$ cat config.mk
export PLATFORM = sky130hd
export DESIGN_NAME = inst_fetch_resp
export DESIGN_NICKNAME = d
export VERILOG_FILES = /design/src/rtl/inst_fetch_resp_pkg.sv /design/src/rtl/inst_fetch_resp_line_buf.sv /design/src/rtl/inst_fetch_resp.sv
export SDC_FILE = /design/constraint.sdc
export NUM_CORES = 1
export LEC_CHECK = 0
export BUFFER_PORTS_ARGS = -buffer_cell sky130_fd_sc_hd__buf_2
export CAP_MARGIN = 20
export CORE_MARGIN = 8
export CORE_UTILIZATION = 40
export CTS_CLUSTER_SIZE = 40
export DETAILED_ROUTE_END_ITERATION = 10
export HOLD_SLACK_MARGIN = 0.08
export PLACE_DENSITY = 0.71
export SLEW_MARGIN = 30
export SYNTH_ARGS = -nofsm -noshare
export SYNTH_HDL_FRONTEND = slang
export SYNTH_HIERARCHICAL = 1
export SYNTH_SLANG_ARGS = --single-unit
$ cat constraint.sdc
create_clock -name clk -period 2.3 [get_ports clk]
set_clock_uncertainty 0.1 [all_clocks]
set_input_delay 0.23 -clock clk [delete_from_list [all_inputs] [get_ports clk]]
set_output_delay 0.23 -clock clk [all_outputs]
set_load 0.02 [all_outputs]
$ cat src/rtl/inst_fetch_resp_pkg.sv
// Shared types and constants for the instruction fetch responder.
package inst_fetch_resp_pkg;

  localparam int unsigned INST_ADDR_W = 32;
  localparam int unsigned INST_W      = 32;

  localparam logic [INST_W-1:0] ZERO_WORD   = '0;
  localparam logic              CHIP_ENABLE = 1'b1;
  localparam logic              FLUSH       = 1'b1;
  localparam logic              STOP        = 1'b1;
  localparam logic              NO_STOP     = 1'b0;

  typedef enum logic [1:0] {
    IF_IDLE    = 2'd0,
    IF_REQ     = 2'd1,
    IF_DISCARD = 2'd2
  } if_state_e;

endpackage

$ cat src/rtl/inst_fetch_resp_line_buf.sv
// One-entry instruction line buffer: registered fill, combinational tag lookup.
module inst_line_buf
  import inst_fetch_resp_pkg::*;
#(
  parameter int unsigned ADDR_W = 32,
  parameter int unsigned DATA_W = 32
) (
  input  logic              clk,
  input  logic              rst,
  input  logic              i_fill,
  input  logic [ADDR_W-3:0] i_fill_tag,
  input  logic [DATA_W-1:0] i_fill_data,
  input  logic              i_ce,
  input  logic [ADDR_W-3:0] i_tag,
  output logic              o_hit,
  output logic [DATA_W-1:0] o_data
);

  logic              r_valid;
  logic [ADDR_W-3:0] r_tag;
  logic [DATA_W-1:0] r_data;

  always_ff @(posedge clk or posedge rst) begin
    if (rst) begin
      r_valid <= 1'b0;
      r_tag   <= '0;
      r_data  <= '0;
    end else if (i_fill) begin
      r_valid <= 1'b1;
      r_tag   <= i_fill_tag;
      r_data  <= i_fill_data;
    end
  end

  always_comb begin
    o_hit  = (i_ce == CHIP_ENABLE) && r_valid && (r_tag == i_tag);
    o_data = r_data;
  end

endmodule

$ cat src/rtl/inst_fetch_resp.sv
// Fetch responder: serves pc from the line buffer, refills it from memory over req/ack.
module inst_fetch_resp
  import inst_fetch_resp_pkg::*;
#(
  parameter int unsigned ADDR_W = INST_ADDR_W,
  parameter int unsigned DATA_W = INST_W
) (
  input  logic              clk,
  input  logic              rst,
  input  logic              ce,
  input  logic [ADDR_W-1:0] pc,
  input  logic              flush,
  output logic [DATA_W-1:0] inst,
  output logic              stallreq,
  output logic              mem_req,
  output logic [ADDR_W-1:0] mem_addr,
  input  logic              mem_ack,
  input  logic [DATA_W-1:0] mem_rdata
);

  if_state_e         r_state;
  logic              r_mem_req;
  logic [ADDR_W-1:0] r_mem_addr;
  logic              w_hit;
  logic [DATA_W-1:0] w_buf_data;
  logic              w_fill;

  assign w_fill = (r_state == IF_REQ) && mem_ack && (flush != FLUSH);

  inst_line_buf #(
    .ADDR_W (ADDR_W),
    .DATA_W (DATA_W)
  ) u_line_buf (
    .clk         (clk),
    .rst         (rst),
    .i_fill      (w_fill),
    .i_fill_tag  (r_mem_addr[ADDR_W-1:2]),
    .i_fill_data (mem_rdata),
    .i_ce        (ce),
    .i_tag       (pc[ADDR_W-1:2]),
    .o_hit       (w_hit),
    .o_data      (w_buf_data)
  );

  always_ff @(posedge clk or posedge rst) begin
    if (rst) begin
      r_state    <= IF_IDLE;
      r_mem_req  <= 1'b0;
      r_mem_addr <= '0;
    end else begin
      case (r_state)
        IF_IDLE: begin
          if ((ce == CHIP_ENABLE) && !w_hit && (flush != FLUSH)) begin
            r_mem_req  <= 1'b1;
            r_mem_addr <= {pc[ADDR_W-1:2], 2'b00};
            r_state    <= IF_REQ;
          end
        end
        IF_REQ: begin
          if (mem_ack) begin
            r_mem_req <= 1'b0;
            r_state   <= IF_IDLE;
          end else if (flush == FLUSH) begin
            r_state <= IF_DISCARD;
          end
        end
        IF_DISCARD: begin
          if (mem_ack) begin
            r_mem_req <= 1'b0;
            r_state   <= IF_IDLE;
          end
        end
        default: begin
          r_mem_req <= 1'b0;
          r_state   <= IF_IDLE;
        end
      endcase
    end
  end

  // Reset gates stallreq so a held ce does not stall the pipe while the buffer is cleared.
  always_comb begin
    inst     = w_hit ? w_buf_data : ZERO_WORD;
    stallreq = ((ce == CHIP_ENABLE) && !w_hit && !rst) ? STOP : NO_STOP;
  end

  assign mem_req  = r_mem_req;
  assign mem_addr = r_mem_addr;

endmodule

==> impl_metrics.py, run 1 <==
metrics = {
    "outcome": {
        "status": "complete, but fails checks",
        "violations": "negative setup slack",
    },
    "floorplan": {
        "fp.dieH_um": 121,
        "initial_utilization": 0.407,
        "die_x_um": 121,
        "core_mm2": 0.0108,
        "die_area_mm2": 0.0146,
        "rows": 38,
        "io_pins": 135,
    },
    "yosys": {
        "synth_area_leader_cell": "dfrtp_1",
        "synthTopCellsByCount": "dfrtp_1 (96), mux2_2 (62), and2_1 (30), mux2_4 (30), xor2_1 (19)",
        "synthFlopType": "dfrtp_1",
        "synth-edff-count": 0,
        "synthCells": 302,
        "syn_area_mm2": 0.00439,
        "yosysWarnings": 6,
        "synth_seq_area_share": 0.547,
        "synth_area_leaders": "dfrtp_1 (55%), mux2_2 (16%), mux2_4 (10%)",
        "yosysUniqueCellTypes": 31,
        "synth_seq_cells": 96,
        "synth_top_cell_area_share": 0.547,
        "async_flop_share": 1.00,
        "yosysMostFrequentCell": "dfrtp_1",
        "syn_area_per_cell_um2": 14.5,
    },
    "timing": {
        "drv_slew": 0,
        "layout_min_cycle_time_ps": 2670,
        "whs_ps": 147,
        "finalHoldViolCount": 0,
        "timing.final.ws_setup_ps": -375,
        "fmax_mhz": 374,
        "rsz0062_at_grt": "yes",
        "min_period_over_period": 1.16,
        "fin_tns_setup_ps": -18980,
        "setup_viol": 63,
    },
    "worst_setup_path": {
        "crit_top_cell": "buf_6",
        "worstPathCellList": "xor2_1 > nor4_2 > buf_4 > nand4_1 > nor4_4 > buf_6 > clkbuf_16 > and2_4 > buf_6",
        "cp_max_fo": 8,
        "path_delay_family": "simple AND/OR/NAND/NOR gates",
        "cp.arrival_ps": 2340,
        "worst_path_max_delay_cell": "dfrtp_1",
        "start_kind": "flip-flop",
        "end_kind": "output pin",
        "critical_path_class": "flip-flop to output pin",
        "path_buf_inv": 4,
        "slowest_delay_ps": 400,
        "crit_required_ps": 1970,
    },
    "drt": {
        "wl_per_cell_um": 18.9,
        "drt_iter0_drc": 111,
        "viasPerCell": 4.80,
        "drc": 0,
        "ant_nets": 0,
        "first_pass_iters": 4,
        "drt_wl_total_um": 12500,
        "vias": 3171,
    },
    "pwr": {
        "cellPowerDensity_mw_per_mm2": 1070,
        "peakVddDrop_uv": 498,
        "leakage_nw": 3.08,
        "total_power_mw": 7.06,
    },
    "placement": {
        "port-buffer-count": 130,
        "dp.cells": 566,
        "dp_hpwl_um": 7410,
        "pre_cts_ws_ps": -304,
        "place_congestion": 0.730,
    },
    "final_layout": {
        "layout-drive-gt1-share": 0.574,
        "fillCellCount": 817,
        "area_growth_pct": 50.6,
        "stdcell_count": 661,
        "layout.nets": 586,
    },
    "grt": {
        "grt_pass1_vias": 3626,
        "grt_use_total": 0.167,
        "grt_overflow_total": 0,
        "antenna_found_initial": 1,
        "grt_pass1_wl_um": 19100,
        "grt_max_degree": 64,
    },
    "cts": {
        "clock_path_buffers": 2,
        "clk_latency_ps": 360,
        "cts_sinks": 96,
        "cts_tree": "built",
        "cts_root_buf": "clkbuf_8",
        "cts_made_buffers": 9,
        "htreeDepth": 3,
        "cts.clk_slew.worst_paths_ps": 90,
    },
    "run": {
        "drv_cap": 0,
    },
    "min_path": {
        "hp-class": "input pin to flip-flop",
    },
}
cells in the final DEF (no fill, tap or decap), drive strengths merged, types with 2 or more instances in the layout:
cell type | synthesis | layout
ha | 3 | 3
nand4 | 4 | 4
nor4 | 6 | 6
nand2 | 2 | 2
a21oi | 2 | 2
dlygate4sd3 | 0 | 63
clkbuf | 3 | 12
diode | 0 | 2
dfrtp | 96 | 96
inv | 5 | 7
conb | 1 | 2
nor3b | 2 | 2
xor2 | 19 | 19
and2 | 34 | 35
o21bai | 2 | 2
mux2 | 92 | 92
buf | 12 | 149
xnor2 | 11 | 11
bufinv | 0 | 2
sequential cells by signal, summed over array words and instances, names as in the netlist:
signal	count
mem_addr	30
mem_req	1
r_state	2
u_line_buf/o_data	32
u_line_buf/r_tag	30
u_line_buf/r_valid	1
path summary, 6_finish.rpt:
check	endpoint	start	slack [ps]	depth (start not counted)
worst min register to register	u_line_buf/r_valid	u_line_buf/r_valid	390	1
worst max-delay path	inst[28]	u_line_buf/r_tag[0]	-370	9
worst min-delay path	r_state[1]	mem_ack	150	3
worst max register to register	mem_addr[15]	u_line_buf/r_tag[0]	-270	11
min in group asynchronous	u_line_buf/r_tag[4]	rst	410	4
max in group asynchronous	mem_addr[7]	rst	1290	4
report_power, final:
group	switching [mW]	internal, mW	total (mW)	leakage [nW]
combinational	1.17	1.49	2.66	1.82
sequential	0.591	2.53	3.13	1.15
clock	0.622	0.649	1.27	0.113
timing repair:
| action | in CTS | in global routing |
|---|---|---|
| endpoints found under the hold margin | 158 | 0 |
| pin swaps | 4 | 5 |
| hold buffers | 63 | 0 |
| endpoints found under the setup margin | 63 | 66 |
| gates cloned | 3 | 2 |
| setup buffers | 4 | 5 |
| resized for setup | 75 | 34 |
area by class of cell:
class | instances | area (um^2) | share of cell area
repair buffers | 214 | 1800 | 0.272
multi-input cells | 188 | 1980 | 0.300
clock buffers | 10 | 138 | 0.0208
diodes | 2 | 5.00 | 0.000757
clock inverters | 6 | 90.1 | 0.0136
well taps | 140 | 175 | 0.0265
flip-flops and latches | 96 | 2400 | 0.363
inverters | 5 | 18.8 | 0.00284
worst reg2reg max path: cells and delay by family (launching register included):
kind | cells | cell delay, ps
multiplexers | 1 | 300
buffers and inverters | 4 | 630
XOR/XNOR | 1 | 180
AND/OR/NAND/NOR | 5 | 850
flip-flops | 1 | 400
layer usage:
layer / global-route usage / routed length, um / vias to the layer above
met3: 0.0233 / 434 / 27
met2: 0.306 / 6870 / 86
li1: - / - / 1453
met4: 0.0835 / 369 / 0
met5: 0 / 0 / -
met1: 0.185 / 4830 / 1605
cell families (layout without fill, tap and decap cells):
family,count (synthesis),count (layout),share of synthesized area
flops,96,96,0.547
mux,92,92,0.262
simple gates,53,54,0.0796
xor+xnor,30,30,0.0599
buf+inv,20,235,0.0319
compound gates,7,7,0.00998
fa+ha+maj,3,3,0.00856
other cells,1,4,0.000855
per-stage QoR:
| step | utilization | instance area, um^2 |
|---|---|---|
| 2_1_floorplan | - | 4390 |
| 3_3_place_gp | 0.481 | 5190 |
| 3_5_place_dp | 0.481 | 5190 |
| 4_1_cts | 0.592 | 6390 |
| 5_1_grt | 0.612 | 6610 |
| 6_report | 0.612 | 6610 |
No activity file was read; power rests on OpenSTA's default activity.
==> inputs of run 2 (changes only) <==
--- a/config.mk
+++ b/config.mk
@@ -12,7 +12,7 @@
 export CTS_CLUSTER_SIZE = 40
 export DETAILED_ROUTE_END_ITERATION = 10
 export HOLD_SLACK_MARGIN = 0.08
-export PLACE_DENSITY = 0.71
+export PLACE_DENSITY = 0.69
 export SLEW_MARGIN = 30
 export SYNTH_ARGS = -nofsm -noshare
 export SYNTH_HDL_FRONTEND = slang
==> constraint.sdc (replaced) <==
create_clock -name clk -period 3.1 [get_ports clk]
set_clock_uncertainty 0.1 [all_clocks]
set_input_delay 0.31 -clock clk [delete_from_list [all_inputs] [get_ports clk]]
set_output_delay 0.31 -clock clk [all_outputs]
set_load 0.02 [all_outputs]
==> run 2 against run 1 <==
  * The run now ends clean
  * Worst hold slack got worse by 39 ps
  * Highest routed layer unchanged
  * Largest cell class unchanged
  * Combinational power decreased by 32%
  * Core utilization decreased by 7.6 points
  * Setup slack improved by 590 ps
  * Total power decreased by 30%
  * Count of clock-buffer cells in the layout increased by 3
  * Clock power decreased by 34%
  * Critical endpoint unchanged
==> impl_metrics.py, run 2 (synthesis results as in run 1) <==
metrics = {
    "min_path": {
        "whs_endpoint": "mem_addr[3]",
        "hold_depth": 2,
        "hp-start": "pc[3]",
        "hp-class": "input pin to flip-flop",
    },
    "run": {
        "drv_cap": 0,
    },
    "pwr": {
        "switching_share": 0.330,
        "combPwrFrac": 0.369,
        "peakVddDrop_uv": 369,
        "p_sw_mw": 1.62,
        "leakage_nw": 2.80,
        "cellPowerDensity_mw_per_mm2": 850,
        "clockPowerShare": 0.169,
        "pwr-share-seq": 0.461,
        "internal_power_mw": 3.29,
    },
    "grt": {
        "antenna_found_initial": 0,
        "grt_pass1_vias": 3277,
        "grt_overflow_total": 0,
        "grt_use_total": 0.153,
        "grt_pass1_wl_um": 17300,
        "grt_max_degree": 40,
    },
    "floorplan": {
        "fp.dieH_um": 121,
        "io_pins": 135,
        "rows": 38,
        "die_x_um": 121,
        "die_area_mm2": 0.0146,
        "initial_utilization": 0.407,
        "core_mm2": 0.0108,
    },
    "timing": {
        "finalHoldViolCount": 0,
        "layout_min_cycle_time_ps": 2890,
        "min_period_over_period": 0.931,
        "worst_pin_slew_ps": 798,
        "slew_headroom": 0.468,
        "fmax_mhz": 346,
        "setup_viol": 0,
        "drv_slew": 0,
        "fin_tns_setup_ps": 0,
        "rsz0062_at_grt": "no",
    },
    "placement": {
        "port-buffer-count": 130,
        "dp.cells": 565,
        "place_congestion": 0.792,
        "dp_hpwl_um": 7530,
    },
    "cts": {
        "cts.clk_slew.worst_paths_ps": 90,
        "cts_made_buffers": 9,
        "cts_tree": "built",
        "cts_root_buf": "clkbuf_8",
        "clock_path_buffers": 2,
        "clk_latency_ps": 360,
        "htreeDepth": 3,
        "cts_sinks": 96,
    },
    "outcome": {
        "status": "complete, no violations",
    },
    "worst_setup_path": {
        "rr_startpoint": "u_line_buf/r_tag[21]",
        "cp.arrival_ps": 2480,
        "cp_max_fo": 34,
        "reg2regPathDepth": 8,
        "critical_path_class": "input pin to output pin",
        "r2r-end": "mem_addr[20]",
        "crit_top_cell": "buf_2",
        "crit_required_ps": 2690,
        "worstPathCellList": "dlygate4sd3_1 > buf_2 > xor2_1 > nor4_1 > nand4_1 > nor4_4 > buf_6 > and2_2 > buf_2",
        "end_kind": "output pin",
        "reg2reg_slack_ps": 390,
        "start_kind": "input pin",
        "slowest_delay_ps": 530,
        "worst_path_max_delay_cell": "dlygate4sd3_1",
    },
    "drt": {
        "first_pass_iters": 3,
        "drt_wl_total_um": 10700,
        "drt_iter0_drc": 81,
        "viasPerCell": 4.69,
        "ant_nets": 0,
        "wl_per_cell_um": 17.2,
        "vias": 2918,
        "drc": 0,
    },
    "final_layout": {
        "largest_register_ffs": 32,
        "antenna-diode-count": 0,
        "area_growth_pct": 31.9,
        "layout.nets": 549,
        "layout-drive-gt1-share": 0.525,
        "final_common_cell": "buf_2",
        "stdcell_count": 622,
        "final_cell_mix": "buf_2 (130), dfrtp_1 (96), mux2_2 (62), dlygate4sd3_1 (42), mux2_4 (30)",
    },
}
## run 2: stage by stage
step           setup slack, ps  total power, mW  utilization  hold WS, ps  area (um^2)
6_report                   213             4.92        0.536          107         5790
2_1_floorplan              810             3.55            -          337         4390
3_5_place_dp               273             4.07        0.478          349         5160
3_3_place_gp               326             3.97        0.478          340         5160
4_1_cts                   5.26             4.98        0.536         80.7         5780
5_1_grt                   91.4             5.24        0.536         82.1         5790
## run 2: power by group through the flow
stage,Combinational [mW],Clock (mW),Sequential (mW)
floorplan,1.09,0,2.46
global placement,1.72,0,2.25
detailed placement,1.78,0,2.29
CTS,1.83,0.872,2.27
global route,1.96,0.921,2.36
finish,1.82,0.833,2.27
## run 2: cell type report
class	instances	area, um^2
inverter	5	18.8
sequential	96	2400
multi-input combinational	187	1870
timing repair buffer	178	1120
clock inverter	3	40.0
tap	140	175
fill	909	5010
clock buffer	13	159
## run 2: what timing repair did
action / in CTS / in global routing
pin swaps: 0 / 2
endpoints found under the hold margin: 83 / 0
gates resized for setup: 1 / 2
endpoints found under the setup margin: 1 / 19
hold buffers: 42 / 0
setup buffers: 0 / 0
## run 2: how the worst max path moves through the flow
stage	startpoint	end	slack, ps	cells after the start
floorplan	u_line_buf/r_tag[21]	mem_addr[10]	810	8
global route	pc[17]	inst[31]	90	9
detailed placement	pc[29]	mem_addr[20]	270	9
finish	pc[17]	inst[28]	210	9
global placement	pc[29]	mem_addr[7]	330	9
CTS	pc[2]	inst[1]	5	10
## run 2: worst max-delay path, delay by kind of cell
kind,cells,cell delay [ps]
buf+inv,4,1070
simple gates,4,950
xor+xnor,1,130
## run 2: layer usage
layer	track usage	routed length, um
met3	0.0275	360
met1	0.182	4430
met5	0	0
met4	0.0734	254
met2	0.261	5640
